[config.mk]
export PLATFORM = sky130hd
export DESIGN_NAME = memory_ram
export DESIGN_NICKNAME = d
export VERILOG_FILES = /design/src/rtl/memory_ram_pkg.sv /design/src/rtl/memory_ram_core.sv /design/src/rtl/memory_ram.sv
export SDC_FILE = /design/constraint.sdc
export NUM_CORES = 1
export LEC_CHECK = 0
export CAP_MARGIN = 20
export CORE_ASPECT_RATIO = 1.75
export CORE_MARGIN = 3
export CORE_UTILIZATION = 50
export CTS_BUF_LIST = sky130_fd_sc_hd__clkbuf_8
export DETAILED_ROUTE_END_ITERATION = 10
export DONT_BUFFER_PORTS = 1
export HOLD_SLACK_MARGIN = 0.02
export PLACE_DENSITY = 0.72
export SLEW_MARGIN = 10
export SYNTH_ARGS = -nofsm -noshare
export SYNTH_HDL_FRONTEND = slang
export SYNTH_SLANG_ARGS = --single-unit
[constraint.sdc]
create_clock -name CLK -period 2.3 [get_ports CLK]
set_input_delay 0.575 -clock CLK [delete_from_list [all_inputs] [get_ports CLK]]
set_output_delay 0.575 -clock CLK [all_outputs]
set_load 0.1 [all_outputs]
[src/rtl/memory_ram_pkg.sv]
// ---------------------------------------------------------------------------
// memory_ram_pkg
//
// Shared constants and helpers for the memory_ram scratch store:
//   DEFAULT_WIDTH / DEFAULT_DEPTH  default data width and word count
//   RESET_BIT                      value every stored bit takes in reset
//   calc_aw()                      address width needed to cover a depth
// ---------------------------------------------------------------------------
package memory_ram_pkg;

    localparam int unsigned DEFAULT_WIDTH = 8;
    localparam int unsigned DEFAULT_DEPTH = 8;

    // Reset data is all zeros; replicated to WIDTH where it is used.
    localparam logic RESET_BIT = 1'b0;

    // Smallest width able to address 'depth' words (at least one bit).
    function automatic int unsigned calc_aw(input int unsigned depth);
        int unsigned aw;
        aw = 1;
        for (int unsigned k = 1; k < 32; k++) begin
            if ((32'd1 << aw) < depth) begin
                aw = k + 1;
            end
        end
        return aw;
    endfunction

endpackage

[src/rtl/memory_ram_core.sv]
// ---------------------------------------------------------------------------
// memory_ram_core
//
// Storage array, write port and address-range checks for memory_ram.
// The read side is a plain combinational lookup; the parent registers it.
//
// Ports:
//   CLK      in   rising-edge clock
//   RESET    in   asynchronous active-low reset, clears every word
//   wr_en    in   write request (chip select already applied)
//   waddr    in   write address
//   wdata    in   write data
//   raddr    in   read address
//   rd_word  out  current contents at raddr, zero when raddr is out of range
//   wr_ok    out  (MEMORY_RAM_WR_BYPASS_EN only) a write is landing this cycle
//
// Configuration macro: MEMORY_RAM_WR_BYPASS_EN adds the wr_ok output.
// ---------------------------------------------------------------------------
module memory_ram_core
    import memory_ram_pkg::*;
#(
    parameter  int unsigned WIDTH = DEFAULT_WIDTH,
    parameter  int unsigned DEPTH = DEFAULT_DEPTH,
    localparam int unsigned AW    = calc_aw(DEPTH)
) (
    input  logic             CLK,
    input  logic             RESET,
`ifdef MEMORY_RAM_WR_BYPASS_EN
    output logic             wr_ok,
`endif
    input  logic             wr_en,
    input  logic [AW-1:0]    waddr,
    input  logic [WIDTH-1:0] wdata,
    input  logic [AW-1:0]    raddr,
    output logic [WIDTH-1:0] rd_word
);

    // One extra bit so DEPTH itself is representable when it is a power of two.
    localparam logic [AW:0] DEPTH_LIM = (AW+1)'(DEPTH);

    logic [WIDTH-1:0] mem [DEPTH];
    logic             waddr_ok;
    logic             raddr_ok;

    // Non-power-of-two depths leave holes at the top of the address space.
    assign waddr_ok = ({1'b0, waddr} < DEPTH_LIM);
    assign raddr_ok = ({1'b0, raddr} < DEPTH_LIM);

`ifdef MEMORY_RAM_WR_BYPASS_EN
    assign wr_ok = wr_en && waddr_ok;
`endif

    // Reset wipes the whole array without waiting for a clock; writes to
    // holes in the address space are simply dropped.
    always_ff @(posedge CLK or negedge RESET) begin
        if (!RESET) begin
            for (int i = 0; i < int'(DEPTH); i++) begin
                mem[i] <= {WIDTH{RESET_BIT}};
            end
        end else if (wr_en && waddr_ok) begin
            mem[waddr] <= wdata;
        end
    end

    // Reads see the array as it was before this edge's write (read-first).
    assign rd_word = raddr_ok ? mem[raddr] : {WIDTH{RESET_BIT}};

endmodule

[src/rtl/memory_ram.sv]
// ---------------------------------------------------------------------------
// memory_ram
//
// Synchronous scratch RAM with independent write and read ports on one
// clock. One write and one read can be accepted every cycle; read data is
// registered with one cycle of latency and holds between reads.
//
// Ports:
//   CLK    in   rising-edge clock
//   RESET  in   asynchronous active-low reset (clears array and RDATA)
//   CS     in   chip select, gates both ports
//   WE     in   write enable
//   RE     in   read enable
//   WADDR  in   write address
//   WDATA  in   write data
//   RADDR  in   read address
//   RDATA  out  registered read data
//
// Configuration macro: MEMORY_RAM_WR_BYPASS_EN
//   defined   : same-address read+write returns WDATA (write-first)
//   undefined : same-address read+write returns old contents (read-first)
// ---------------------------------------------------------------------------
module memory_ram
    import memory_ram_pkg::*;
#(
    parameter  int unsigned WIDTH = DEFAULT_WIDTH,
    parameter  int unsigned DEPTH = DEFAULT_DEPTH,
    localparam int unsigned AW    = calc_aw(DEPTH)
) (
    input  logic             CLK,
    input  logic             RESET,
    input  logic             CS,
    input  logic             WE,
    input  logic             RE,
    input  logic [AW-1:0]    WADDR,
    input  logic [WIDTH-1:0] WDATA,
    input  logic [AW-1:0]    RADDR,
    output logic [WIDTH-1:0] RDATA
);

    logic             wr_en;
    logic             rd_en;
    logic [WIDTH-1:0] rd_word;
    logic [WIDTH-1:0] rd_next;
`ifdef MEMORY_RAM_WR_BYPASS_EN
    logic             wr_ok;
`endif

    assign wr_en = CS && WE;
    assign rd_en = CS && RE;

    memory_ram_core #(
        .WIDTH (WIDTH),
        .DEPTH (DEPTH)
    ) u_core (
        .CLK     (CLK),
        .RESET   (RESET),
`ifdef MEMORY_RAM_WR_BYPASS_EN
        .wr_ok   (wr_ok),
`endif
        .wr_en   (wr_en),
        .waddr   (WADDR),
        .wdata   (WDATA),
        .raddr   (RADDR),
        .rd_word (rd_word)
    );

    // Value to capture on a read edge. The bypass only applies when the
    // write actually lands, so an out-of-range collision still reads zero.
    always_comb begin
        rd_next = rd_word;
`ifdef MEMORY_RAM_WR_BYPASS_EN
        if (wr_ok && (WADDR == RADDR)) begin
            rd_next = WDATA;
        end
`endif
    end

    // RDATA only moves on an enabled read; otherwise it holds.
    always_ff @(posedge CLK or negedge RESET) begin
        if (!RESET) begin
            RDATA <= {WIDTH{RESET_BIT}};
        end else if (rd_en) begin
            RDATA <= rd_next;
        end
    end

endmodule

; ---- Word level (Yosys, flattened, before mapping)
; Index checks and enable logic that the tools add are counted.
[totals]
ff_bits = 72
latchBits = 0
ram_bits = 0
rom_bits = 0
out_inout_bits = 8
word_cells = 23
memories = 0
[classes]
n_addsub = 0
n_mul = 0
div_mod_pow = 0
order_cmp = 3
eq_ne = 0
n_shift = 0
n_mux = 6
n_bitwise = 2
reduce_logical = 3
[ops]
columns = operator, count
row1 = bitwise mux 64 bit, 1
row2 = binary-select mux 8 bit (select 3 bit), 1
row3 = demux 8 bit (select 3 bit), 1
row4 = 2-to-1 mux 8 bit, 3
row5 = "greater-or-equal comparator 4 bit, second input constant", 2
row6 = NOT 3 -> 4 bit, 2
row7 = "less-than comparator 4 x 1 -> 1 bit, second input constant", 1
row8 = logical AND 1 bit, 3

; ---- Depth between registers and ports, before layout
; Gate-level depths: netlist of the first run.
[depth]
depth_word = 6
depth_mapped = 5
ltp_nobuf = 3

; ---- Hierarchy
; Synthesis of the first run repeated with hierarchy kept, for this count alone.
[hier_totals]
hier_cells = 190
area_unflattened_um2 = 3296.9
[by_module_without_submodules]
columns = mod, n_inst, cells_per_inst, area_per_inst_um2
row1 = memory_ram_core, 1, 172, 2992.9
row2 = memory_ram, 1, 18, 304.0

; ---- Least setup slack after synthesis of the first run
; Ideal clock, no wire load.
[synth_timing]
path_type = input port to flip-flop
start = input WADDR[0]
end = register u_core.mem[56] (netlist bit)
setup_time_ns = 0.125
t_arrival_ns = 1.579
path_slack_ns = 0.596
cell_stages = 4
n_path_buf = 1
cell_sequence = nand3b_2 or3_1 buf_6 mux2_4
[synth_between]
elab_chain_len = 6
elab_cells_between_ends = 7
[synth_rtl]
columns = element, line
row1 = from (decl), memory_ram.sv:35  ; input logic [AW-1:0] WADDR,
row2 = NOT 3 -> 4 bit (implied by the code) *, memory_ram_core.sv:61  ; mem[waddr] <= wdata;
row3 = greater-or-equal comparator 4 bit (implied by the code) / less-than comparator 4 x 1 -> 1 bit (equally long branches), memory_ram_core.sv:61
row4 = logical AND 1 bit (implied by the code), memory_ram_core.sv:61
row5 = 2-to-1 mux 8 bit (implied by the code), memory_ram_core.sv:61
row6 = demux 8 bit (select 3 bit) *, memory_ram_core.sv:61
row7 = bitwise mux 64 bit *, memory_ram_core.sv:61
row8 = "to (signal, indexed assignment)", memory_ram_core.sv:58  ; mem[i] <= {WIDTH{RESET_BIT}};
row9 = "to (signal, indexed assignment)", memory_ram_core.sv:61
row10 = to (decl), memory_ram_core.sv:41  ; logic [WIDTH-1:0] mem [DEPTH];
; Every way passes the cells marked *; elsewhere a longest branch is shown, timed or not.
; A chain may end at the register's enable or synchronous reset.

; ---- Worst setup path after layout of the first run
[layout_timing]
start = register RDATA[4]
end = output RDATA[4]
[layout_rtl]
columns = element, line
row1 = from (decl), memory_ram.sv:38  ; output logic [WIDTH-1:0] RDATA
row2 = from (signal assigned), memory_ram.sv:82  ; RDATA <= {WIDTH{RESET_BIT}};
row3 = from (signal assigned), memory_ram.sv:84  ; RDATA <= rd_next;
; No word-level cell between the ends.

==> results.py, run 1 <==
metrics = {
    "status": {
        "status": "finished clean",
    },
    "global_routing": {
        "grt_max_degree": 73,
        "grt.overflow.total": 0,
        "grt_pass1_vias": 1977,
        "grt.met1_usage": 0.233,
        "grtUsageTotal": 0.197,
        "grt_first_pass_wirelength_mm": 10.7,
        "use_met2": 0.332,
        "antenna_found_initial": 0,
        "gr-usage-met3": 0.0512,
        "top_usage_layer": "met2",
    },
    "yosys": {
        "yosys_warnings": 0,
        "synth_mux_area_frac": 0.340,
        "yosys.area_share.simple": 0.0429,
        "syn-instance-count": 227,
        "synth-seq-cells": 72,
        "synth-adder-area-share": 0,
        "synth-xor-area-share": 0,
        "yosysSeqAreaShare": 0.546,
        "synth_top_family_by_area": "multiplexers",
        "avgSynthCellArea_um2": 14.5,
        "synth-compound-area-share": 0.0546,
        "synth_fp_nets": 246,
        "synth_cell_types": 20,
        "syn-cell-area_mm2": 0.00330,
    },
    "die": {
        "num_rows": 38,
        "coreArea_mm2": 0.00632,
        "fp.dieArea_mm2": 0.00765,
        "start_util": 0.522,
        "die_h_um": 113,
        "ios": 27,
        "die_width_um": 67.4,
    },
    "timing": {
        "relSlewSlack": 0.573,
        "layout_min_cycle_time_ps": 1590,
        "setup_viol": 0,
        "skew_ps": 8.19,
        "hold_ws_ps": 98.9,
        "tightest_slew_ps": 638,
        "rsz0062_at_grt": "false",
        "finalSetupTns_ps": 0,
        "slew_viol_final": 0,
        "hold_viol": 0,
        "period_share": 0.693,
        "max_freq_ghz": 0.627,
    },
    "place": {
        "gp_congestion": 0.778,
        "dp_hpwl_mm": 4.44,
        "placed_area_mm2": 0.00346,
        "portBuffers": 0,
    },
    "drt": {
        "routedWlPerCell_um": 20.4,
        "drc": 0,
        "wl_mm": 6.74,
        "drt_iter0_drc": 78,
        "viasPerCell": 5.66,
        "dr.pass1.iters": 4,
        "ant_nets": 0,
        "vias": 1872,
    },
    "clocking": {
        "clock-sinks": 72,
        "htreeDepth": 3,
        "clock_path_buffers": 2,
        "root_buffer": "clkbuf_8",
        "insertion_delay_ps": 350,
        "cts_tree": "built",
        "clkTransAtPathRegs_ps": 80,
        "cts_buffers": 9,
        "post-cts-setup-buffer-count": 0,
    },
    "finish": {
        "fin_nets": 265,
        "syn_to_final_growth_pct": 13.2,
        "most-common-layout-cells": "72 x dfrtp_1, 60 x mux2_2, 16 x mux2_4, 16 x mux2i_1, 16 x buf_4",
        "final_common_cell": "dfrtp_1",
        "final_cell_area_mm2": 0.00374,
        "fillCellCount": 524,
        "layout-drive-gt1-share": 0.466,
        "antenna_cells": 0,
    },
    "critical_path": {
        "crit_family": "flip-flops",
        "crit_path_top_delay_cell": "dfrtp_1",
        "cp_num_cells": 1,
        "r2r_setup_slack_ps": 1230,
        "critical_path_required_ps": 1730,
        "endpoint_kind": "output pin",
        "cp-start-kind": "register",
        "path_class": "reg -> out",
        "timing.rr.end": "RDATA[3]",
        "rr_startpoint": "u_core.mem[3]",
        "reg2reg_depth": 3,
        "cp.buffers_inverters": 1,
        "timing.critical_path.cells": "buf_4",
        "max_stage_delay_ps": 370,
        "worstPathArrival_ps": 1020,
        "crit_fanout": 2,
    },
    "power": {
        "finalPower_mw": 3.70,
        "peakVddDrop_uv": 496,
        "power_leakage_nw": 1.72,
        "power_density_mw_per_mm2": 991,
    },
    "run": {
        "drv_cap": 0,
    },
    "min_path": {
        "hp-class": "in -> async",
    },
}
stage by stage:
step | instances | utilization | setup WS, ps
after detailed placement | 314 | 0.548 | 396
after global routing | 331 | 0.591 | 658
after global placement | 314 | 0.548 | 429
final | 331 | 0.591 | 705
after floorplan | 227 | - | 596
after CTS | 331 | 0.591 | 682
metal layers:
metal	routed length [um]	vias up
met5	0	-
met3	226	7
met4	99	0
met2	3680	29
met1	2740	965
li1	-	871
area by class of cell:
cell class              count  area [um^2]  area share
clock buffers               9          124      0.0332
multi-input cells         146         1440       0.386
well taps                  80          100      0.0268
repair buffers             17          148      0.0395
flip-flops and latches     72         1800       0.482
clock inverters             7          120      0.0322
worst max-delay path by stage:
stage,startpoint,to,slack [ps]
after floorplan,WADDR[0],u_core.mem[56],600
after global placement,WADDR[0],u_core.mem[58],430
after detailed placement,WADDR[0],u_core.mem[58],400
after CTS,RDATA[4],RDATA[4],680
after global routing,RDATA[4],RDATA[4],660
final,RDATA[4],RDATA[4],710
kinds of logic after synthesis:
group | count (synthesis)
AND/OR/NAND/NOR | 26
buffers and inverters | 9
multiplexers | 96
flip-flops | 72
AO/OA/AOI/OAI | 24
cell usage after synthesis, drive strengths merged:
cell    count  area (um^2)
a22o        8         70.1
buf         9         55.1
dfrtp      72         1800
mux2       80          961
mux2i      16          160
nand2      11         41.3
nand2b      3         18.8
nand3       1         10.0
nand3b      1         11.3
nor2        7         41.3
nor2b       1         6.26
o22ai       8         50.1
o31ai       8         60.1
or3         2         12.5
sequential cells by signal, summed over array words and instances, names as in the netlist:
signal / flops
u_core.mem: 64
RDATA: 8
power breakdown:
part,internal (mW),switching (mW)
registers,1.55,0.144
clock network,0.721,0.472
logic,0.402,0.408
what timing repair did:
action | 4_1_cts | 5_1_grt
resized for setup | 0 | 0
hold buffers | 1 | 0
hold endpoints to repair | 72 | 0
No activity file was read; power rests on OpenSTA's default activity.
==> run 2: changes to the inputs <==
Settings changed: PLACE_DENSITY 0.72 to 0.75.
Clock period 2.3 ns to 1.4 ns, I/O delays scaled along.
==> run 2 against run 1 <==
Against the previous run:
- the run now ends with hold timing left
- via count up 2.5%
- sequential share of layout area decreased by 0.72 points
- worst setup slack worse by 650 ps
- worst hold slack got worse by 410 ps
==> results.py, run 2 (synthesis results as in run 1) <==
metrics = {
    "power": {
        "power_density_mw_per_mm2": 1500,
        "power_leakage_nw": 1.76,
        "finalPower_mw": 5.70,
        "peakVddDrop_uv": 834,
    },
    "place": {
        "gp_congestion": 0.748,
        "dp_hpwl_mm": 4.73,
        "portBuffers": 0,
        "placed_area_mm2": 0.00360,
        "place_inst": 324,
    },
    "global_routing": {
        "grt_first_pass_wirelength_mm": 11.3,
        "antenna_found_initial": 0,
        "grt_pass1_vias": 2139,
        "grt.overflow.total": 0,
        "grtUsageTotal": 0.207,
        "grt_max_degree": 73,
    },
    "die": {
        "die_width_um": 67.4,
        "coreArea_mm2": 0.00632,
        "die_h_um": 113,
        "num_rows": 38,
        "start_util": 0.522,
        "ios": 27,
        "fp.dieArea_mm2": 0.00765,
    },
    "critical_path": {
        "cp-start-kind": "register",
        "timing.rr.end": "RDATA[0]",
        "path_class": "reg -> out",
        "timing.critical_path.cells": "buf_4",
        "cp.buffers_inverters": 1,
        "crit_family": "flip-flops",
        "worstPathArrival_ps": 1000,
        "endpoint_kind": "output pin",
        "critical_path_required_ps": 1050,
        "reg2reg_depth": 3,
        "max_stage_delay_ps": 360,
        "r2r_setup_slack_ps": 360,
        "crit_fanout": 2,
        "crit_path_top_delay_cell": "dfrtp_1",
        "rr_startpoint": "u_core.mem[16]",
    },
    "timing": {
        "slew_viol_final": 0,
        "skew_ps": 10.1,
        "hold_viol": 72,
        "hold_ws_ps": -311,
        "tightest_slew_ps": 736,
        "finalSetupTns_ps": 0,
        "period_share": 0.961,
        "layout_min_cycle_time_ps": 1350,
        "setup_viol": 0,
        "rsz0062_at_grt": "false",
        "relSlewSlack": 0.508,
        "max_freq_ghz": 0.743,
    },
    "finish": {
        "fin_nets": 274,
        "antenna_cells": 0,
        "layout-drive-gt1-share": 0.479,
        "reg.largest.list": "u_core.mem x64, RDATA x8",
        "top_register": "u_core.mem",
        "largest_reg_flops": 64,
        "multiInputGateArea_mm2": 0.00145,
        "fillCellCount": 477,
        "final_common_cell": "dfrtp_1",
        "instances_no_fill": 339,
        "final_cell_area_mm2": 0.00379,
        "ff_latch_area_mm2": 0.00180,
        "syn_to_final_growth_pct": 14.9,
        "most-common-layout-cells": "72 x dfrtp_1, 60 x mux2_2, 20 x buf_4",
    },
    "drt": {
        "wl_mm": 6.98,
        "dr.pass1.iters": 4,
        "routedWlPerCell_um": 20.6,
        "viasPerCell": 5.66,
        "ant_nets": 0,
        "vias": 1918,
        "drt_iter0_drc": 81,
        "drc": 0,
    },
    "clocking": {
        "clkTransAtPathRegs_ps": 80,
        "htreeDepth": 3,
        "root_buffer": "clkbuf_8",
        "insertion_delay_ps": 340,
        "cts_tree": "built",
        "clock_path_buffers": 2,
        "clock-sinks": 72,
        "cts_buffers": 9,
    },
    "status": {
        "violations": "hold timing",
        "status": "complete, but fails checks",
    },
    "min_path": {
        "hp-class": "in -> async",
    },
    "run": {
        "drv_cap": 0,
    },
}
## run 2: worst max-delay path by stage
stage / cells past startpoint / end / from / slack [ps]
finish: 1 / RDATA[4] / RDATA[4] / 50
global route: 1 / RDATA[4] / RDATA[4] / 0.9
CTS: 1 / RDATA[7] / RDATA[7] / 7
detailed placement: 4 / u_core.mem[61] / WADDR[0] / -60
global placement: 4 / u_core.mem[63] / WADDR[0] / -50
floorplan: 4 / u_core.mem[56] / WADDR[0] / -30
## run 2: routing by layer
layer	vias to the layer above	part of all wire	routed length, um	track usage
met3	15	0.036	248	0.0512
met4	0	0.025	171	0.0962
li1	887	-	-	-
met2	29	0.52	3620	0.340
met1	987	0.42	2940	0.252
met5	-	0	0	0
## run 2: report_power, final
group | internal (mW) | total (mW) | switching (mW) | leakage, nW
clock network | 0.846 | 1.58 | 0.732 | 0.103
logic | 0.673 | 1.32 | 0.645 | 0.772
registers | 2.55 | 2.80 | 0.249 | 0.885
total | 4.07 | 5.70 | 1.63 | 1.76
## run 2: repair_timing
action,in CTS,in global routing
resized for setup,0,2
setup buffers,0,0
endpoints found under the setup margin,0,2
endpoints found under the hold margin,72,72
## run 2: final cells by class
| class | count | share of cell area |
|---|---|---|
| flip-flops and latches | 72 | 0.475 |
| multi-input cells | 146 | 0.383 |
| repair buffers | 26 | 0.0666 |
| clock buffers | 10 | 0.0363 |
| well taps | 80 | 0.0264 |
| clock inverters | 5 | 0.0129 |
## run 2: per-stage QoR
step / worst slack (ps) / utilization
final: 54.3 / 0.600
after global routing: 0.889 / 0.600
after CTS: 7.34 / 0.599
after detailed placement: -62.6 / 0.569
after global placement: -49.8 / 0.569
after floorplan: -31.0 / -
==> run 3: changes to the inputs <==
Settings changed: CTS_BUF_LIST sky130_fd_sc_hd__clkbuf_8 to default.
==> run 3 against run 2 <==
Against the previous run:
- the run still ends with hold timing left
- sequential power is essentially flat
- first-iteration DRC count is the same
- highest routed layer unchanged
- clock skew shrank 1.2 ps
- count of clock-buffer cells in the layout grew 1
- cell area is the same
- largest power group unchanged
- worst hold slack lost 0.68 ps
- largest cell class unchanged
==> results.py, run 3 (synthesis results as in run 1) <==
metrics = {
    "status": {
        "status": "complete, but fails checks",
        "violations": "hold timing",
    },
    "critical_path": {
        "r2r_setup_slack_ps": 350,
        "reg2reg_depth": 3,
        "crit_fanout": 2,
        "cp_num_cells": 1,
        "critical_path_required_ps": 1050,
        "timing.rr.end": "RDATA[0]",
        "timing.critical_path.cells": "buf_4",
        "worstPathArrival_ps": 1000,
        "endpoint_kind": "output pin",
        "path_class": "reg -> out",
        "crit_family": "flip-flops",
        "rr_startpoint": "u_core.mem[16]",
        "cp.buffers_inverters": 1,
        "max_stage_delay_ps": 360,
        "crit_path_top_delay_cell": "dfrtp_1",
        "cp-start-kind": "register",
    },
    "timing": {
        "max_freq_ghz": 0.743,
        "skew_ps": 8.90,
        "relSlewSlack": 0.510,
        "layout_min_cycle_time_ps": 1350,
        "slew_viol_final": 0,
        "tightest_slew_ps": 732,
        "period_share": 0.962,
        "rsz0062_at_grt": "false",
        "finalSetupTns_ps": 0,
        "layout_setup_ws_ps": 53.7,
        "setup_viol": 0,
        "hold_ws_ps": -311,
        "hold_viol": 72,
    },
    "drt": {
        "viasPerCell": 5.69,
        "drt_iter0_drc": 81,
        "vias": 1930,
        "ant_nets": 0,
        "wl_met2_mm": 3.62,
        "wl_mm": 6.98,
        "wl_met3_um": 250,
        "routedWlPerCell_um": 20.6,
        "dr.pass1.iters": 4,
        "drc": 0,
        "drt-met1-wl_mm": 2.93,
        "highest_layer": "met4",
    },
    "finish": {
        "layout-drive-gt1-share": 0.479,
        "multiInputGateArea_mm2": 0.00145,
        "final_common_cell": "dfrtp_1",
        "fillCellCount": 477,
        "syn_to_final_growth_pct": 14.9,
        "ff_latch_area_mm2": 0.00180,
        "reg.largest.list": "u_core.mem x64, RDATA x8",
        "instances_no_fill": 339,
        "most-common-layout-cells": "72 x dfrtp_1, 60 x mux2_2, 20 x buf_4",
        "largest_reg_flops": 64,
        "fin_nets": 274,
        "final_cell_area_mm2": 0.00379,
        "top_register": "u_core.mem",
        "antenna_cells": 0,
    },
    "die": {
        "coreArea_mm2": 0.00632,
        "die_h_um": 113,
        "ios": 27,
        "num_rows": 38,
        "fp.dieArea_mm2": 0.00765,
        "die_width_um": 67.4,
        "start_util": 0.522,
    },
    "power": {
        "power_leakage_nw": 1.76,
        "peakVddDrop_uv": 837,
        "finalPower_mw": 5.71,
        "power_density_mw_per_mm2": 1500,
    },
    "global_routing": {
        "grt_first_pass_wirelength_mm": 11.3,
        "grt_pass1_vias": 2139,
        "grt.overflow.total": 0,
        "grtUsageTotal": 0.207,
        "antenna_found_initial": 0,
        "grt_max_degree": 73,
    },
    "min_path": {
        "hp-class": "in -> async",
    },
    "run": {
        "drv_cap": 0,
    },
    "place": {
        "placed_area_mm2": 0.00360,
        "place_ws_ps": -62.6,
        "place_inst": 324,
        "dp_hpwl_mm": 4.73,
        "gp_congestion": 0.748,
        "portBuffers": 0,
    },
    "clocking": {
        "cts_tree": "built",
        "post-cts-setup-buffer-count": 0,
        "htreeDepth": 3,
        "clock_path_buffers": 2,
        "cts_buffers": 9,
        "clock-sinks": 72,
        "clkTransAtPathRegs_ps": 80,
        "insertion_delay_ps": 340,
        "root_buffer": "clkbuf_8",
    },
}
==> run 3: cell count changes in the layout (fill, tap and decap cells not counted) <==
cell      previous run  this run
inv_1                1         0
clkbuf_1             0         1
==> run 3: cell type report <==
| type | count | share of cell area |
|---|---|---|
| multi-input combinational | 146 | 0.383 |
| timing repair buffer | 26 | 0.0666 |
| tap | 80 | 0.0264 |
| clock inverter | 4 | 0.0119 |
| sequential | 72 | 0.475 |
| clock buffer | 11 | 0.0373 |
==> run 3: through the flow <==
step            util  hold slack [ps]
6_report       0.600             -311
5_1_grt        0.600             -338
4_1_cts        0.599             -326
3_5_place_dp   0.569             56.5
3_3_place_gp   0.569             56.5
2_1_floorplan      -             54.4
==> run 3: report_power, final <==
group          internal (mW)  switching [mW]  total, mW  leakage, nW
combinational          0.673           0.645       1.32        0.772
sequential              2.55           0.250       2.81        0.885
clock                  0.853           0.730       1.58       0.0989
==> run 3: layer usage <==
metal	track usage	vias up
met3	0.0512	16
met5	0	-
met2	0.340	31
li1	-	887
met1	0.252	996
met4	0.0962	0
==> run 3: worst max-delay path by stage <==
stage | from | end | slack (ps)
2_1_floorplan | WADDR[0] | u_core.mem[56] | -30
3_3_place_gp | WADDR[0] | u_core.mem[63] | -50
3_5_place_dp | WADDR[0] | u_core.mem[61] | -60
4_1_cts | RDATA[7] | RDATA[7] | 7
5_1_grt | RDATA[4] | RDATA[4] | 0.9
6_report | RDATA[4] | RDATA[4] | 50
==> run 3: what timing repair did <==
item                                   in CTS  in global routing
endpoints found under the hold margin      72                 72
setup endpoints to repair                   0                  2
resized for setup                           0                  2
